==> src/rtl/disp_seven_seg_mux.sv <==
// Multiplexed seven-segment driver. Inputs are captured once per scan frame, and all outputs
// are decoded from that snapshot with leading-zero blanking, per-digit blink and PWM dimming.
module disp_seven_seg_mux #(
  parameter int unsigned DIGITS       = 4,
  parameter logic [19:0] SCAN_CNT     = 20'd49999,
  parameter int unsigned DIM_BITS     = 4,
  parameter logic [7:0]  BLINK_FRAMES = 8'd100
) (
  input  logic                  i_clk,
  input  logic                  rst_n,
  input  logic [4*DIGITS-1:0]   i_code,
  input  logic [DIGITS-1:0]     i_dp,
  input  logic [DIGITS-1:0]     i_blink,
  input  logic                  i_lz_en,
  input  logic [DIM_BITS-1:0]   i_bright,
  output logic [DIGITS-1:0]     o_digit_en,
  output logic [6:0]            o_seg,
  output logic                  o_dp
);

  localparam int unsigned     IdxW    = (DIGITS > 1) ? $clog2(DIGITS) : 1;
  localparam logic [IdxW-1:0] IdxLast = IdxW'(DIGITS - 1);

  logic [19:0]          r_cnt;
  logic [IdxW-1:0]      r_idx;
  logic [DIM_BITS-1:0]  r_pwm_cnt;
  logic [7:0]           r_frame_cnt;
  logic                 r_blink_ph;

  logic [4*DIGITS-1:0]  r_code;
  logic [DIGITS-1:0]    r_dp;
  logic [DIGITS-1:0]    r_blink;
  logic                 r_lz;
  logic [DIM_BITS-1:0]  r_bright;

  logic                 w_wrap;
  logic                 w_frame_end;
  logic [DIGITS-1:0]    w_lz_blank;
  logic                 w_zero_above;
  logic [3:0]           w_cur_code;
  logic [6:0]           w_glyph;
  logic                 w_blink_off;
  logic                 w_pwm_on;

  assign w_wrap      = (r_cnt == '0);
  assign w_frame_end = w_wrap && (r_idx == IdxLast);

  // Digit scan: the period reload also restarts the PWM ramp for the new digit.
  always_ff @(posedge i_clk or negedge rst_n) begin
    if (!rst_n) begin
      r_cnt     <= SCAN_CNT;
      r_idx     <= '0;
      r_pwm_cnt <= '0;
    end else if (w_wrap) begin
      r_cnt     <= SCAN_CNT;
      r_idx     <= (r_idx == IdxLast) ? '0 : r_idx + IdxW'(1);
      r_pwm_cnt <= '0;
    end else begin
      r_cnt     <= r_cnt - 20'd1;
      r_pwm_cnt <= r_pwm_cnt + DIM_BITS'(1);
    end
  end

  always_ff @(posedge i_clk or negedge rst_n) begin
    if (!rst_n) begin
      r_frame_cnt <= '0;
      r_blink_ph  <= 1'b0;
      r_code      <= '0;
      r_dp        <= '0;
      r_blink     <= '0;
      r_lz        <= 1'b0;
      r_bright    <= '1;
    end else if (w_frame_end) begin
      r_code   <= i_code;
      r_dp     <= i_dp;
      r_blink  <= i_blink;
      r_lz     <= i_lz_en;
      r_bright <= i_bright;
      if (r_frame_cnt == BLINK_FRAMES - 8'd1) begin
        r_frame_cnt <= '0;
        r_blink_ph  <= ~r_blink_ph;
      end else begin
        r_frame_cnt <= r_frame_cnt + 8'd1;
      end
    end
  end

  // Walk down from the most significant digit; digit 0 is never blanked.
  always_comb begin
    w_lz_blank   = '0;
    w_zero_above = 1'b1;
    for (int k = int'(DIGITS) - 1; k >= 1; k--) begin
      w_zero_above  = w_zero_above && (r_code[4*k +: 4] == 4'h0);
      w_lz_blank[k] = r_lz && w_zero_above;
    end
  end

  assign w_cur_code = r_code[4*r_idx +: 4];

  always_comb begin
    w_glyph = 7'h00;
    unique case (w_cur_code)
      4'h0: w_glyph = 7'h3F;
      4'h1: w_glyph = 7'h06;
      4'h2: w_glyph = 7'h5B;
      4'h3: w_glyph = 7'h4F;
      4'h4: w_glyph = 7'h66;
      4'h5: w_glyph = 7'h6D;
      4'h6: w_glyph = 7'h7D;
      4'h7: w_glyph = 7'h07;
      4'h8: w_glyph = 7'h7F;
      4'h9: w_glyph = 7'h6F;
      4'hA: w_glyph = 7'h77;
      4'hB: w_glyph = 7'h7C;
      4'hC: w_glyph = 7'h39;
      4'hD: w_glyph = 7'h5E;
      4'hE: w_glyph = 7'h79;
      4'hF: w_glyph = 7'h71;
    endcase
  end

  assign w_blink_off = r_blink_ph && r_blink[r_idx];
  assign w_pwm_on    = (&r_bright) || (r_pwm_cnt < r_bright);

  assign o_digit_en = w_pwm_on ? (DIGITS'(1) << r_idx) : '0;
  assign o_seg      = (w_blink_off || w_lz_blank[r_idx]) ? 7'h00 : w_glyph;
  assign o_dp       = !w_blink_off && r_dp[r_idx];

endmodule

==> config.mk <==
export PLATFORM = sky130hd
export DESIGN_NAME = disp_seven_seg_mux
export DESIGN_NICKNAME = d
export VERILOG_FILES = /design/src/rtl/disp_seven_seg_mux.sv
export SDC_FILE = /design/constraint.sdc
export NUM_CORES = 1
export LEC_CHECK = 0
export ABC_AREA = 1
export CAP_MARGIN = 20
export CORE_ASPECT_RATIO = 0.5
export CORE_MARGIN = 8
export CORE_UTILIZATION = 40
export DETAILED_ROUTE_END_ITERATION = 6
export GPL_ROUTABILITY_DRIVEN = 1
export SYNTH_ARGS = -nofsm -noshare
export SYNTH_HDL_FRONTEND = slang
export SYNTH_SLANG_ARGS = --single-unit
==> constraint.sdc <==
create_clock -name i_clk -period 2.49 [get_ports i_clk]
set_input_delay 0.3735 -clock i_clk [delete_from_list [all_inputs] [get_ports i_clk]]
set_output_delay 0.3735 -clock i_clk [all_outputs]
set_load 0.005 [all_outputs]
==> results of run 1 <==
-- critical path: stages, from the launching register on --
cell and delay [ns]:
dfrtp_2 0.44, inv_4 0.10, nand2_1 0.05, nand3_1 0.08, nand2_2 0.11, inv_2 0.10
ha_2 0.20, nand3_2 0.13, a21oi_2 0.16, nor2_1 0.05, dlygate4sd2_1 0.26
-- area by class of cell --
type / count / share of cell area, %
multi-input combinational: 401 / 42.0
sequential: 64 / 34.0
timing repair buffer: 56 / 11.0
clock buffer: 12 / 5.18
inverter: 52 / 4.16
tap: 121 / 3.18
clock inverter: 4 / 0.421
-- per-stage QoR --
stage / hold slack (ns) / instances / power (mW) / util (%)
finish: 0.0563 / 710 / 2.25 / 50.7
global route: 0.0794 / 710 / 2.33 / 50.7
detailed placement: 0.416 / 689 / 1.13 / 46.8
global placement: 0.416 / 689 / 1.13 / 46.8
CTS: 0.0665 / 709 / 2.28 / 50.3
floorplan: 0.0779 / 528 / 1.06 / -
-- power breakdown --
part / total (mW) / switching, mW / internal [mW]
registers: 1.04 / 0 / 1.04
logic: 0.0691 / 0.0260 / 0.0430
clock network: 1.14 / 0.446 / 0.693
-- state kept, by name, indices dropped and copies added, names as in the netlist --
name and count:
r_code 16, r_pwm_cnt 4, r_blink_ph 1, r_bright 4, r_lz 1, r_cnt 20
r_frame_cnt 8, r_dp 4, r_idx 2, r_blink 4
-- worst max-delay path by stage --
stage,end,start,cells past startpoint,slack [ns]
2_1_floorplan,o_seg[0],r_idx[1]$_DFFE_PN0P_,12,0.46
3_3_place_gp,o_seg[3],r_idx[0]$_DFFE_PN0P_,12,0.12
3_5_place_dp,o_seg[0],r_idx[0]$_DFFE_PN0P_,12,0.08
4_1_cts,o_dp,r_idx[0]$_DFFE_PN0P_,8,0.04
5_1_grt,o_seg[4],r_idx[0]$_DFFE_PN0P_,11,0.007
6_report,o_seg[5],r_idx[0]$_DFFE_PN0P_,10,0.11
-- repair_timing --
| action | in CTS | in global routing |
|---|---|---|
| gates resized for setup | 27 | 14 |
| pin swaps | 2 | 7 |
| gates cloned | 0 | 0 |
| endpoints found under the setup margin | 12 | 8 |
| buffers inserted | 4 | 1 |
-- layer usage --
layer,track usage [%],share of wire [%],vias to the layer above
li1,-,-,1748
met1,18.0,50,1513
met2,22.9,44,65
met3,3.75,3.6,18
met4,7.06,2.5,0
met5,0,0,-
-- cells in the final DEF (no fill, tap or decap), types with 3 or more instances in the layout --
master / count
xnor2_1: 7
clkdlybuf4s50_1: 30
o21ai_0: 12
nand3_1: 41
dfstp_2: 13
inv_1: 48
dfrtp_1: 50
dlygate4sd2_1: 8
buf_4: 11
nor2_2: 4
a21oi_1: 7
clkinv_2: 4
ha_1: 14
nand4_1: 5
nand2_1: 206
xor2_1: 4
inv_2: 3
ha_2: 3
nand2_2: 6
clkbuf_2: 3
nor2_8: 3
clkbuf_16: 9
nor2_1: 68
nand2_4: 4
nand3_2: 5
-- logic make-up (layout without fill, tap and decap cells) --
| family | after synthesis | after routing | synth area share (%) |
|---|---|---|---|
| AND/OR/NAND/NOR | 350 | 350 | 39.2 |
| buffers and inverters | 63 | 124 | 7.46 |
| adder cells (fa/ha/maj) | 17 | 17 | 5.54 |
| XOR/XNOR | 11 | 11 | 2.51 |
| AO/OA/AOI/OAI | 23 | 23 | 3.13 |
| flip-flops | 64 | 64 | 42.1 |
==> impl.org, run 1 <==
** Outcome
- The flow ran to the end, and the final reports show no timing, DRC or antenna violations.

** Clock tree
- H-Tree Level Count :: 3
- In this run, post-CTS hold repair placed 0 buffers.
- No sink is reached through more buffers than the 2 on the longest clock path.
- Clk pin slew, worst setup/hold paths :: roughly 0.05 ns
- Sink Count :: 64
- Counting the buffers created by CTS gives 9.
- The later pin in the worst-skew pair is clocked with a latency of 0.33 ns.
- TritonCTS built the clock tree.
- The cell sitting at the root of the clock tree is a clkbuf_16.

** Yosys
- When the netlist entered floorplanning its net count stood at about 580.
- Most frequently used cell type in the post-synthesis netlist :: nand2_1
- In this run, synthesis produced a sequential element count of 64.
- Average cell area after synthesis :: 7.27 um^2
- Share of synthesized flip-flops with an asynchronous set or reset :: 100%
- Fraction of the yosys area taken by sequential cells :: 42.1%
- Yosys mapped a number of flops with a built-in enable equal to 0.
- Post-synth top area cell :: dfrtp_1
- Total of warnings raised by yosys :: 0
- Number of standard cells after synthesis :: 528
- Commonest cells in the netlist :: 211 x nand2_1, 69 x nor2_1, 51 x dfrtp_1, 51 x inv_1, 45 x nand3_1
- Number of library cell types mapped by synthesis :: 29
- Of the post-synthesis cell area, the dominant cell type holds between 30% and 40%.
- Among all flip-flop cells after synthesis, the most frequent one is dfrtp_1.
- Top cells by area, synth :: dfrtp_1 33%, nand2_1 21%, dfstp_2 8.9%
- Post-synthesis cell area :: approximately 3800 um^2

** Detailed routing
- Wire length per cell after detailed routing :: ~12 um
- Once detail routing completed, the nets flagged for antenna violations numbered 0.
- DR iter-0 viols :: 176
- Length of the first detailed-routing pass in iterations :: 4
- Detailed routing inserted a total of between 3k and 4k vias.
- Number of vias per cell :: about 4.7
- Routed wire length :: 8870 um
- DRC viols :: 0

** Die
- The die covers ~13000 um^2.
- Measured along the x axis, the die boundary spans around 150 um.
- Once the floorplan was initialized, standard cells occupied 40.9% of the core.
- Number of I/O pins :: 43
- After floorplanning, the core was divided into 25 placement rows.
- Measured along the y axis, the die boundary spans between 80 and 90 um.
- Core region area :: 9380 um^2

** STA
- Number of pins exceeding their max-slew limit in the final report :: 0
- Setup slack after layout :: 0.113 ns
- Slew headroom :: about two thirds
- Worst clock skew on the final layout :: approximately 0.008 ns
- In the finished design, the share of the clock period the worst path needs comes to a little over nine tenths.
- Endpoints failing setup :: 0
- Adding up every negative setup slack in the final design gives 0 ns.
- Static timing analysis puts the maximum clock frequency at 421 MHz.
- Transition at the pin with the smallest max-transition slack :: a little over 0.5 ns
- Number of hold violations in the final report :: 0
- Unrepaired setup endpoints after global routing :: false
- Minimum clock period :: between 2 and 2.5 ns

** Final layout
- After routing the design area is approximately 4800 um^2.
- The sequential cells in the finished layout cover a total of ~1600 um^2.
- Summing all multi-input logic gate instances after layout gives 2000 um^2.
- Fill cells :: around 950
- The area growth from synthesis to layout is 23.9%.
- Fraction of layout cells with a size suffix above 1 :: 13.9%
- Final Net Count :: approximately 630
- The repair_antennas step left the layout with diodes totalling 0.

** Placed design
- Buffers placed on the I/O ports in this run total 42.
- The wire-length estimate of the detail-placed layout is around 6300 um.
- Before CTS, the worst setup slack after placement is about 0.080 ns.
- Once placement finished, the instance area stood at ~4400 um^2.
- The congestion estimate from routability-driven global placement came to 0.845.

** Setup path
- R2R depth :: 9
- The worst register-to-register path ends at r_code[6]$_DFFE_PN0P_.
- Startpoint Class :: register
- In this run the critical register-to-register path is launched from r_cnt[0]$_DFF_PN1_.
- Reg-to-reg slack, setup :: between 0.6 and 0.7 ns
- Critical path data required time :: about 2.1 ns
- Critical-path maximum fanout :: 8
- Path type of the worst setup path :: reg -> out
- Crit end category :: primary output
- Worst EP arrival :: about 2 ns

** Job
- The tool flagged a number of max-cap violations equal to 0.

** GRT
- The first global-routing pass estimated 15300 um of wire.
- Entering global routing, the biggest net connects between 60 and 70 pins.
- For this run the aggregate overflow at the end of global routing stands at 0.
- The number of global-route vias before repair came to 3257.
- Number of antenna violations at the first check in global routing :: 0
- Global Route Usage Sum :: 14.4%

** Worst hold path
- Worst min path class :: in -> async

** Pwr
- Power density over cell area :: ~470 nW/um^2
- IR analysis of the VDD net gives a maximum drop of roughly 0.28 mV.
- The analysis attributes to cell leakage a power of roughly 2.5 nW.
(Power assumes the default switching activity.)
==> run 2: changes to the inputs <==
- CELL_PAD_IN_SITES_DETAIL_PLACEMENT: default -> 2
- CELL_PAD_IN_SITES_GLOBAL_PLACEMENT: default -> 2
- CORE_UTILIZATION: 40 -> 33
- CTS_BUF_LIST: default -> sky130_fd_sc_hd__clkbuf_4 sky130_fd_sc_hd__clkbuf_8
- PLACE_DENSITY_LB_ADDON: default -> 0.1
==> impl.org, run 2 (same netlist as run 1, synthesis figures left out) <==
** Outcome
- Status :: complete, but fails checks
- Violations in the final reports :: setup timing

** Final layout
- The post-route netlist has a little under a fifth of its cells at a drive strength greater than 1.
- With fillers left out, the area of the finished cells amounts to about 4900 um^2.
- Cells fill 44.2% of the core in the end.
- The library cells used most frequently in the layout, excluding fill and tap cells, are 201 x nand2_1, 67 x nor2_1, 50 x dfrtp_1.
- Ranked by flip-flop count, first place goes to r_cnt.
- Relative area change from synthesis to final layout :: 28.3%
- Largest registers ranked by flip-flop count :: r_cnt x20, r_code x16, r_frame_cnt x8
- Flip-flop count of the largest register after layout :: 20
- Number of standard cells in the layout, taps in and fillers out :: approximately 740
- The number of antenna diodes in the final layout is 0.
- The library cell used most frequently in the layout, excluding fill and tap cells, is nand2_1.
- Final Net Count :: roughly 640

** GRT
- Number of global-route vias before repair :: around 4.1k
- The first global-routing pass estimated approximately 20000 um of wire.
- After global routing the overflow that remains totals 0.
- Global Route Usage Sum :: 15.8%
- Number of antenna violations at the first check in global routing :: 0
- Pin count of the biggest net entering global routing :: 43

** Setup path
- The worst setup path is of the reg -> out kind.
- Worst EP arrival :: around 2.1 ns
- Launch point of the worst path :: r_idx[0]$_DFFE_PN0P_
- Cell chain of the critical path :: clkinv_4, nand2_2, nand3_2, nand2_4, inv_2, ha_4, nand3_2, a21oi_2, nor2_1, dlygate4sd2_1
- At the worst endpoint, the required time is 2.12 ns.
- The worst setup path is captured at a primary output.
- Highest-delay cell along the critical path :: dfrtp_2
- Cell occurring most often along the worst timing path :: nand3_2
- Delay of the slowest critical-path stage :: about 0.48 ns
- In this run the critical register-to-register path is launched from r_idx[0]$_DFFE_PN0P_.
- In this run the worst path has a maximum fanout of 8.
- STA classifies the critical path startpoint as a register.

** Detailed routing
- Post-route antenna net violation count :: 0
- Number of vias per cell :: slightly below 5
- Wire length per cell after detailed routing :: 16.6 um
- Length of the first detailed-routing pass in iterations :: 4
- The first routing iteration left between 150 and 200 violations.
- For this run, design rule violations remaining after detail routing come to 0.
- Routed wire length :: around 12000 um
- The routed layout has approximately 3.6k vias.

** Clock tree
- Clock tree from TritonCTS :: built
- The tree built by TritonCTS fans out to 64 sinks.
- Maximum buffer depth of the clock tree :: 2
- In this run, CTS created clock tree buffers numbering 9.
- The clock reaches the later pin of the worst-skew pair after between 0.3 and 0.4 ns.
- Clk pin slew, worst setup/hold paths :: ~0.080 ns
- Clock tree synthesis selected as its root buffer the cell clkbuf_8.
- H-Tree Level Count :: 3

** Die
- Pin placement for this block handled 43 I/O pins.
- Die Area :: 15500 um^2
- In this run the vertical extent of the chip is between 90 and 100 um.
- Core region area :: approximately 11000 um^2
- DIE WIDTH :: ~170 um
- Initial Util :: between 30% and 40%
- The floorplan has 27 rows.

** STA
- Worst clock skew on the final layout :: around 0.013 ns
- Transition at the pin with the smallest max-transition slack :: around 0.57 ns
- Derived from the worst setup path, the maximum achievable clock frequency is roughly 400 MHz.
- Slew headroom :: around 62%
- Hold slack final :: between 0.005 and 0.006 ns
- Setup violations remaining at the end of the flow were counted as 1.
- Setup TNS :: -0.0148 ns
- Number of hold violations in the final report :: 0
- The final-report max-slew violation count is 0.
- Setup repair after global routing could not meet its margin everywhere.
- Of the available clock period, the critical path in the final layout requires 101%.
- Minimum clock period :: around 2.5 ns
- In the post-route analysis, the smallest setup slack over all paths is -0.0148 ns.

** Pwr
- Sequential share of power :: about 47%
- In this run the static leakage power is approximately 2.6 nW.
- Summed over all nets, the switching power comes to approximately 0.48 mW.
- Internal power contribution :: 1.75 mW
- Share of total power consumed by net switching :: about 22%
- Power after layout :: roughly 2.2 mW
- Maximum resistive drop on vdd :: just over 0.2 mV
- Power spread over the standard cell area amounts to about 450 nW/um^2.
- Relative contribution of the clock network to total power :: 50.3%
- Combinational logic is responsible for approximately 3.2% of the overall power.

** Placed design
- The wire-length estimate of the detail-placed layout is 8450 um.
- The placed instances occupy a cell area of 4440 um^2.
- Placed insts :: approximately 720
- Count of port buffers added during placement :: 42
- Final estimated routing congestion in global placement :: a little under 0.9
- Prior to clock tree synthesis, the placed netlist has a worst setup slack of between 0.015 and 0.02 ns.

** Job
- Number of violations of the max-capacitance limit :: 0

** Worst hold path
- The path class of the tightest hold or removal check is in -> async.
[run 2: power by group through the flow]
stage          Clock [mW]  Combinational, mW  Sequential [mW]
2_1_floorplan           0         0.00000110             1.06
3_3_place_gp            0             0.0717             1.06
3_5_place_dp            0             0.0730             1.06
4_1_cts              1.16             0.0738             1.04
5_1_grt              1.19             0.0787             1.04
6_report             1.12             0.0710             1.04
[run 2: path summary, 6_finish.rpt]
path,endpoint,slack (ns),cells after the start
worst max-delay path,o_seg[6],-0.01,10
worst min-delay path,r_cnt[4]$_DFF_PN0_,0.005,1
worst max register to register,r_code[15]$_DFFE_PN0P_,0.52,7
worst min register to register,r_bright[3]$_DFFE_PN1P_,0.48,2
max in group asynchronous,r_bright[1]$_DFFE_PN1P_,1.80,2
min in group i_clk,r_bright[3]$_DFFE_PN1P_,0.48,2
[run 2: final cells by class]
| type | instances | area, um^2 |
|---|---|---|
| well taps | 145 | 181 |
| clock buffers | 9 | 124 |
| fillers | 1263 | 6220 |
| inverters | 52 | 200 |
| multi-input cells | 401 | 2100 |
| repair buffers | 65 | 582 |
| flip-flops and latches | 64 | 1620 |
| clock inverters | 7 | 119 |
[run 2: metal layers]
layer | part of all wire (%) | global-route usage, % | up-vias
met5 | 0 | 0 | -
met4 | 1.5 | 3.69 | 0
met3 | 3.2 | 4.15 | 17
met2 | 51 | 28.8 | 42
met1 | 44 | 18.5 | 1821
li1 | - | - | 1757
[run 2: critical path, delay by kind of cell (launching register included)]
kind	cells	cell delay [ns]
fa+ha+maj	1	0.16
simple gates	5	0.44
buf+inv	3	0.53
flops	1	0.48
compound gates	1	0.16
[run 2: timing repair]
item                       CTS  global route
pin swaps                    6             9
setup endpoints to repair   12            10
hold buffers                 0             0
hold endpoints to repair     0             0
resized for setup           48            33
setup buffers                7             5
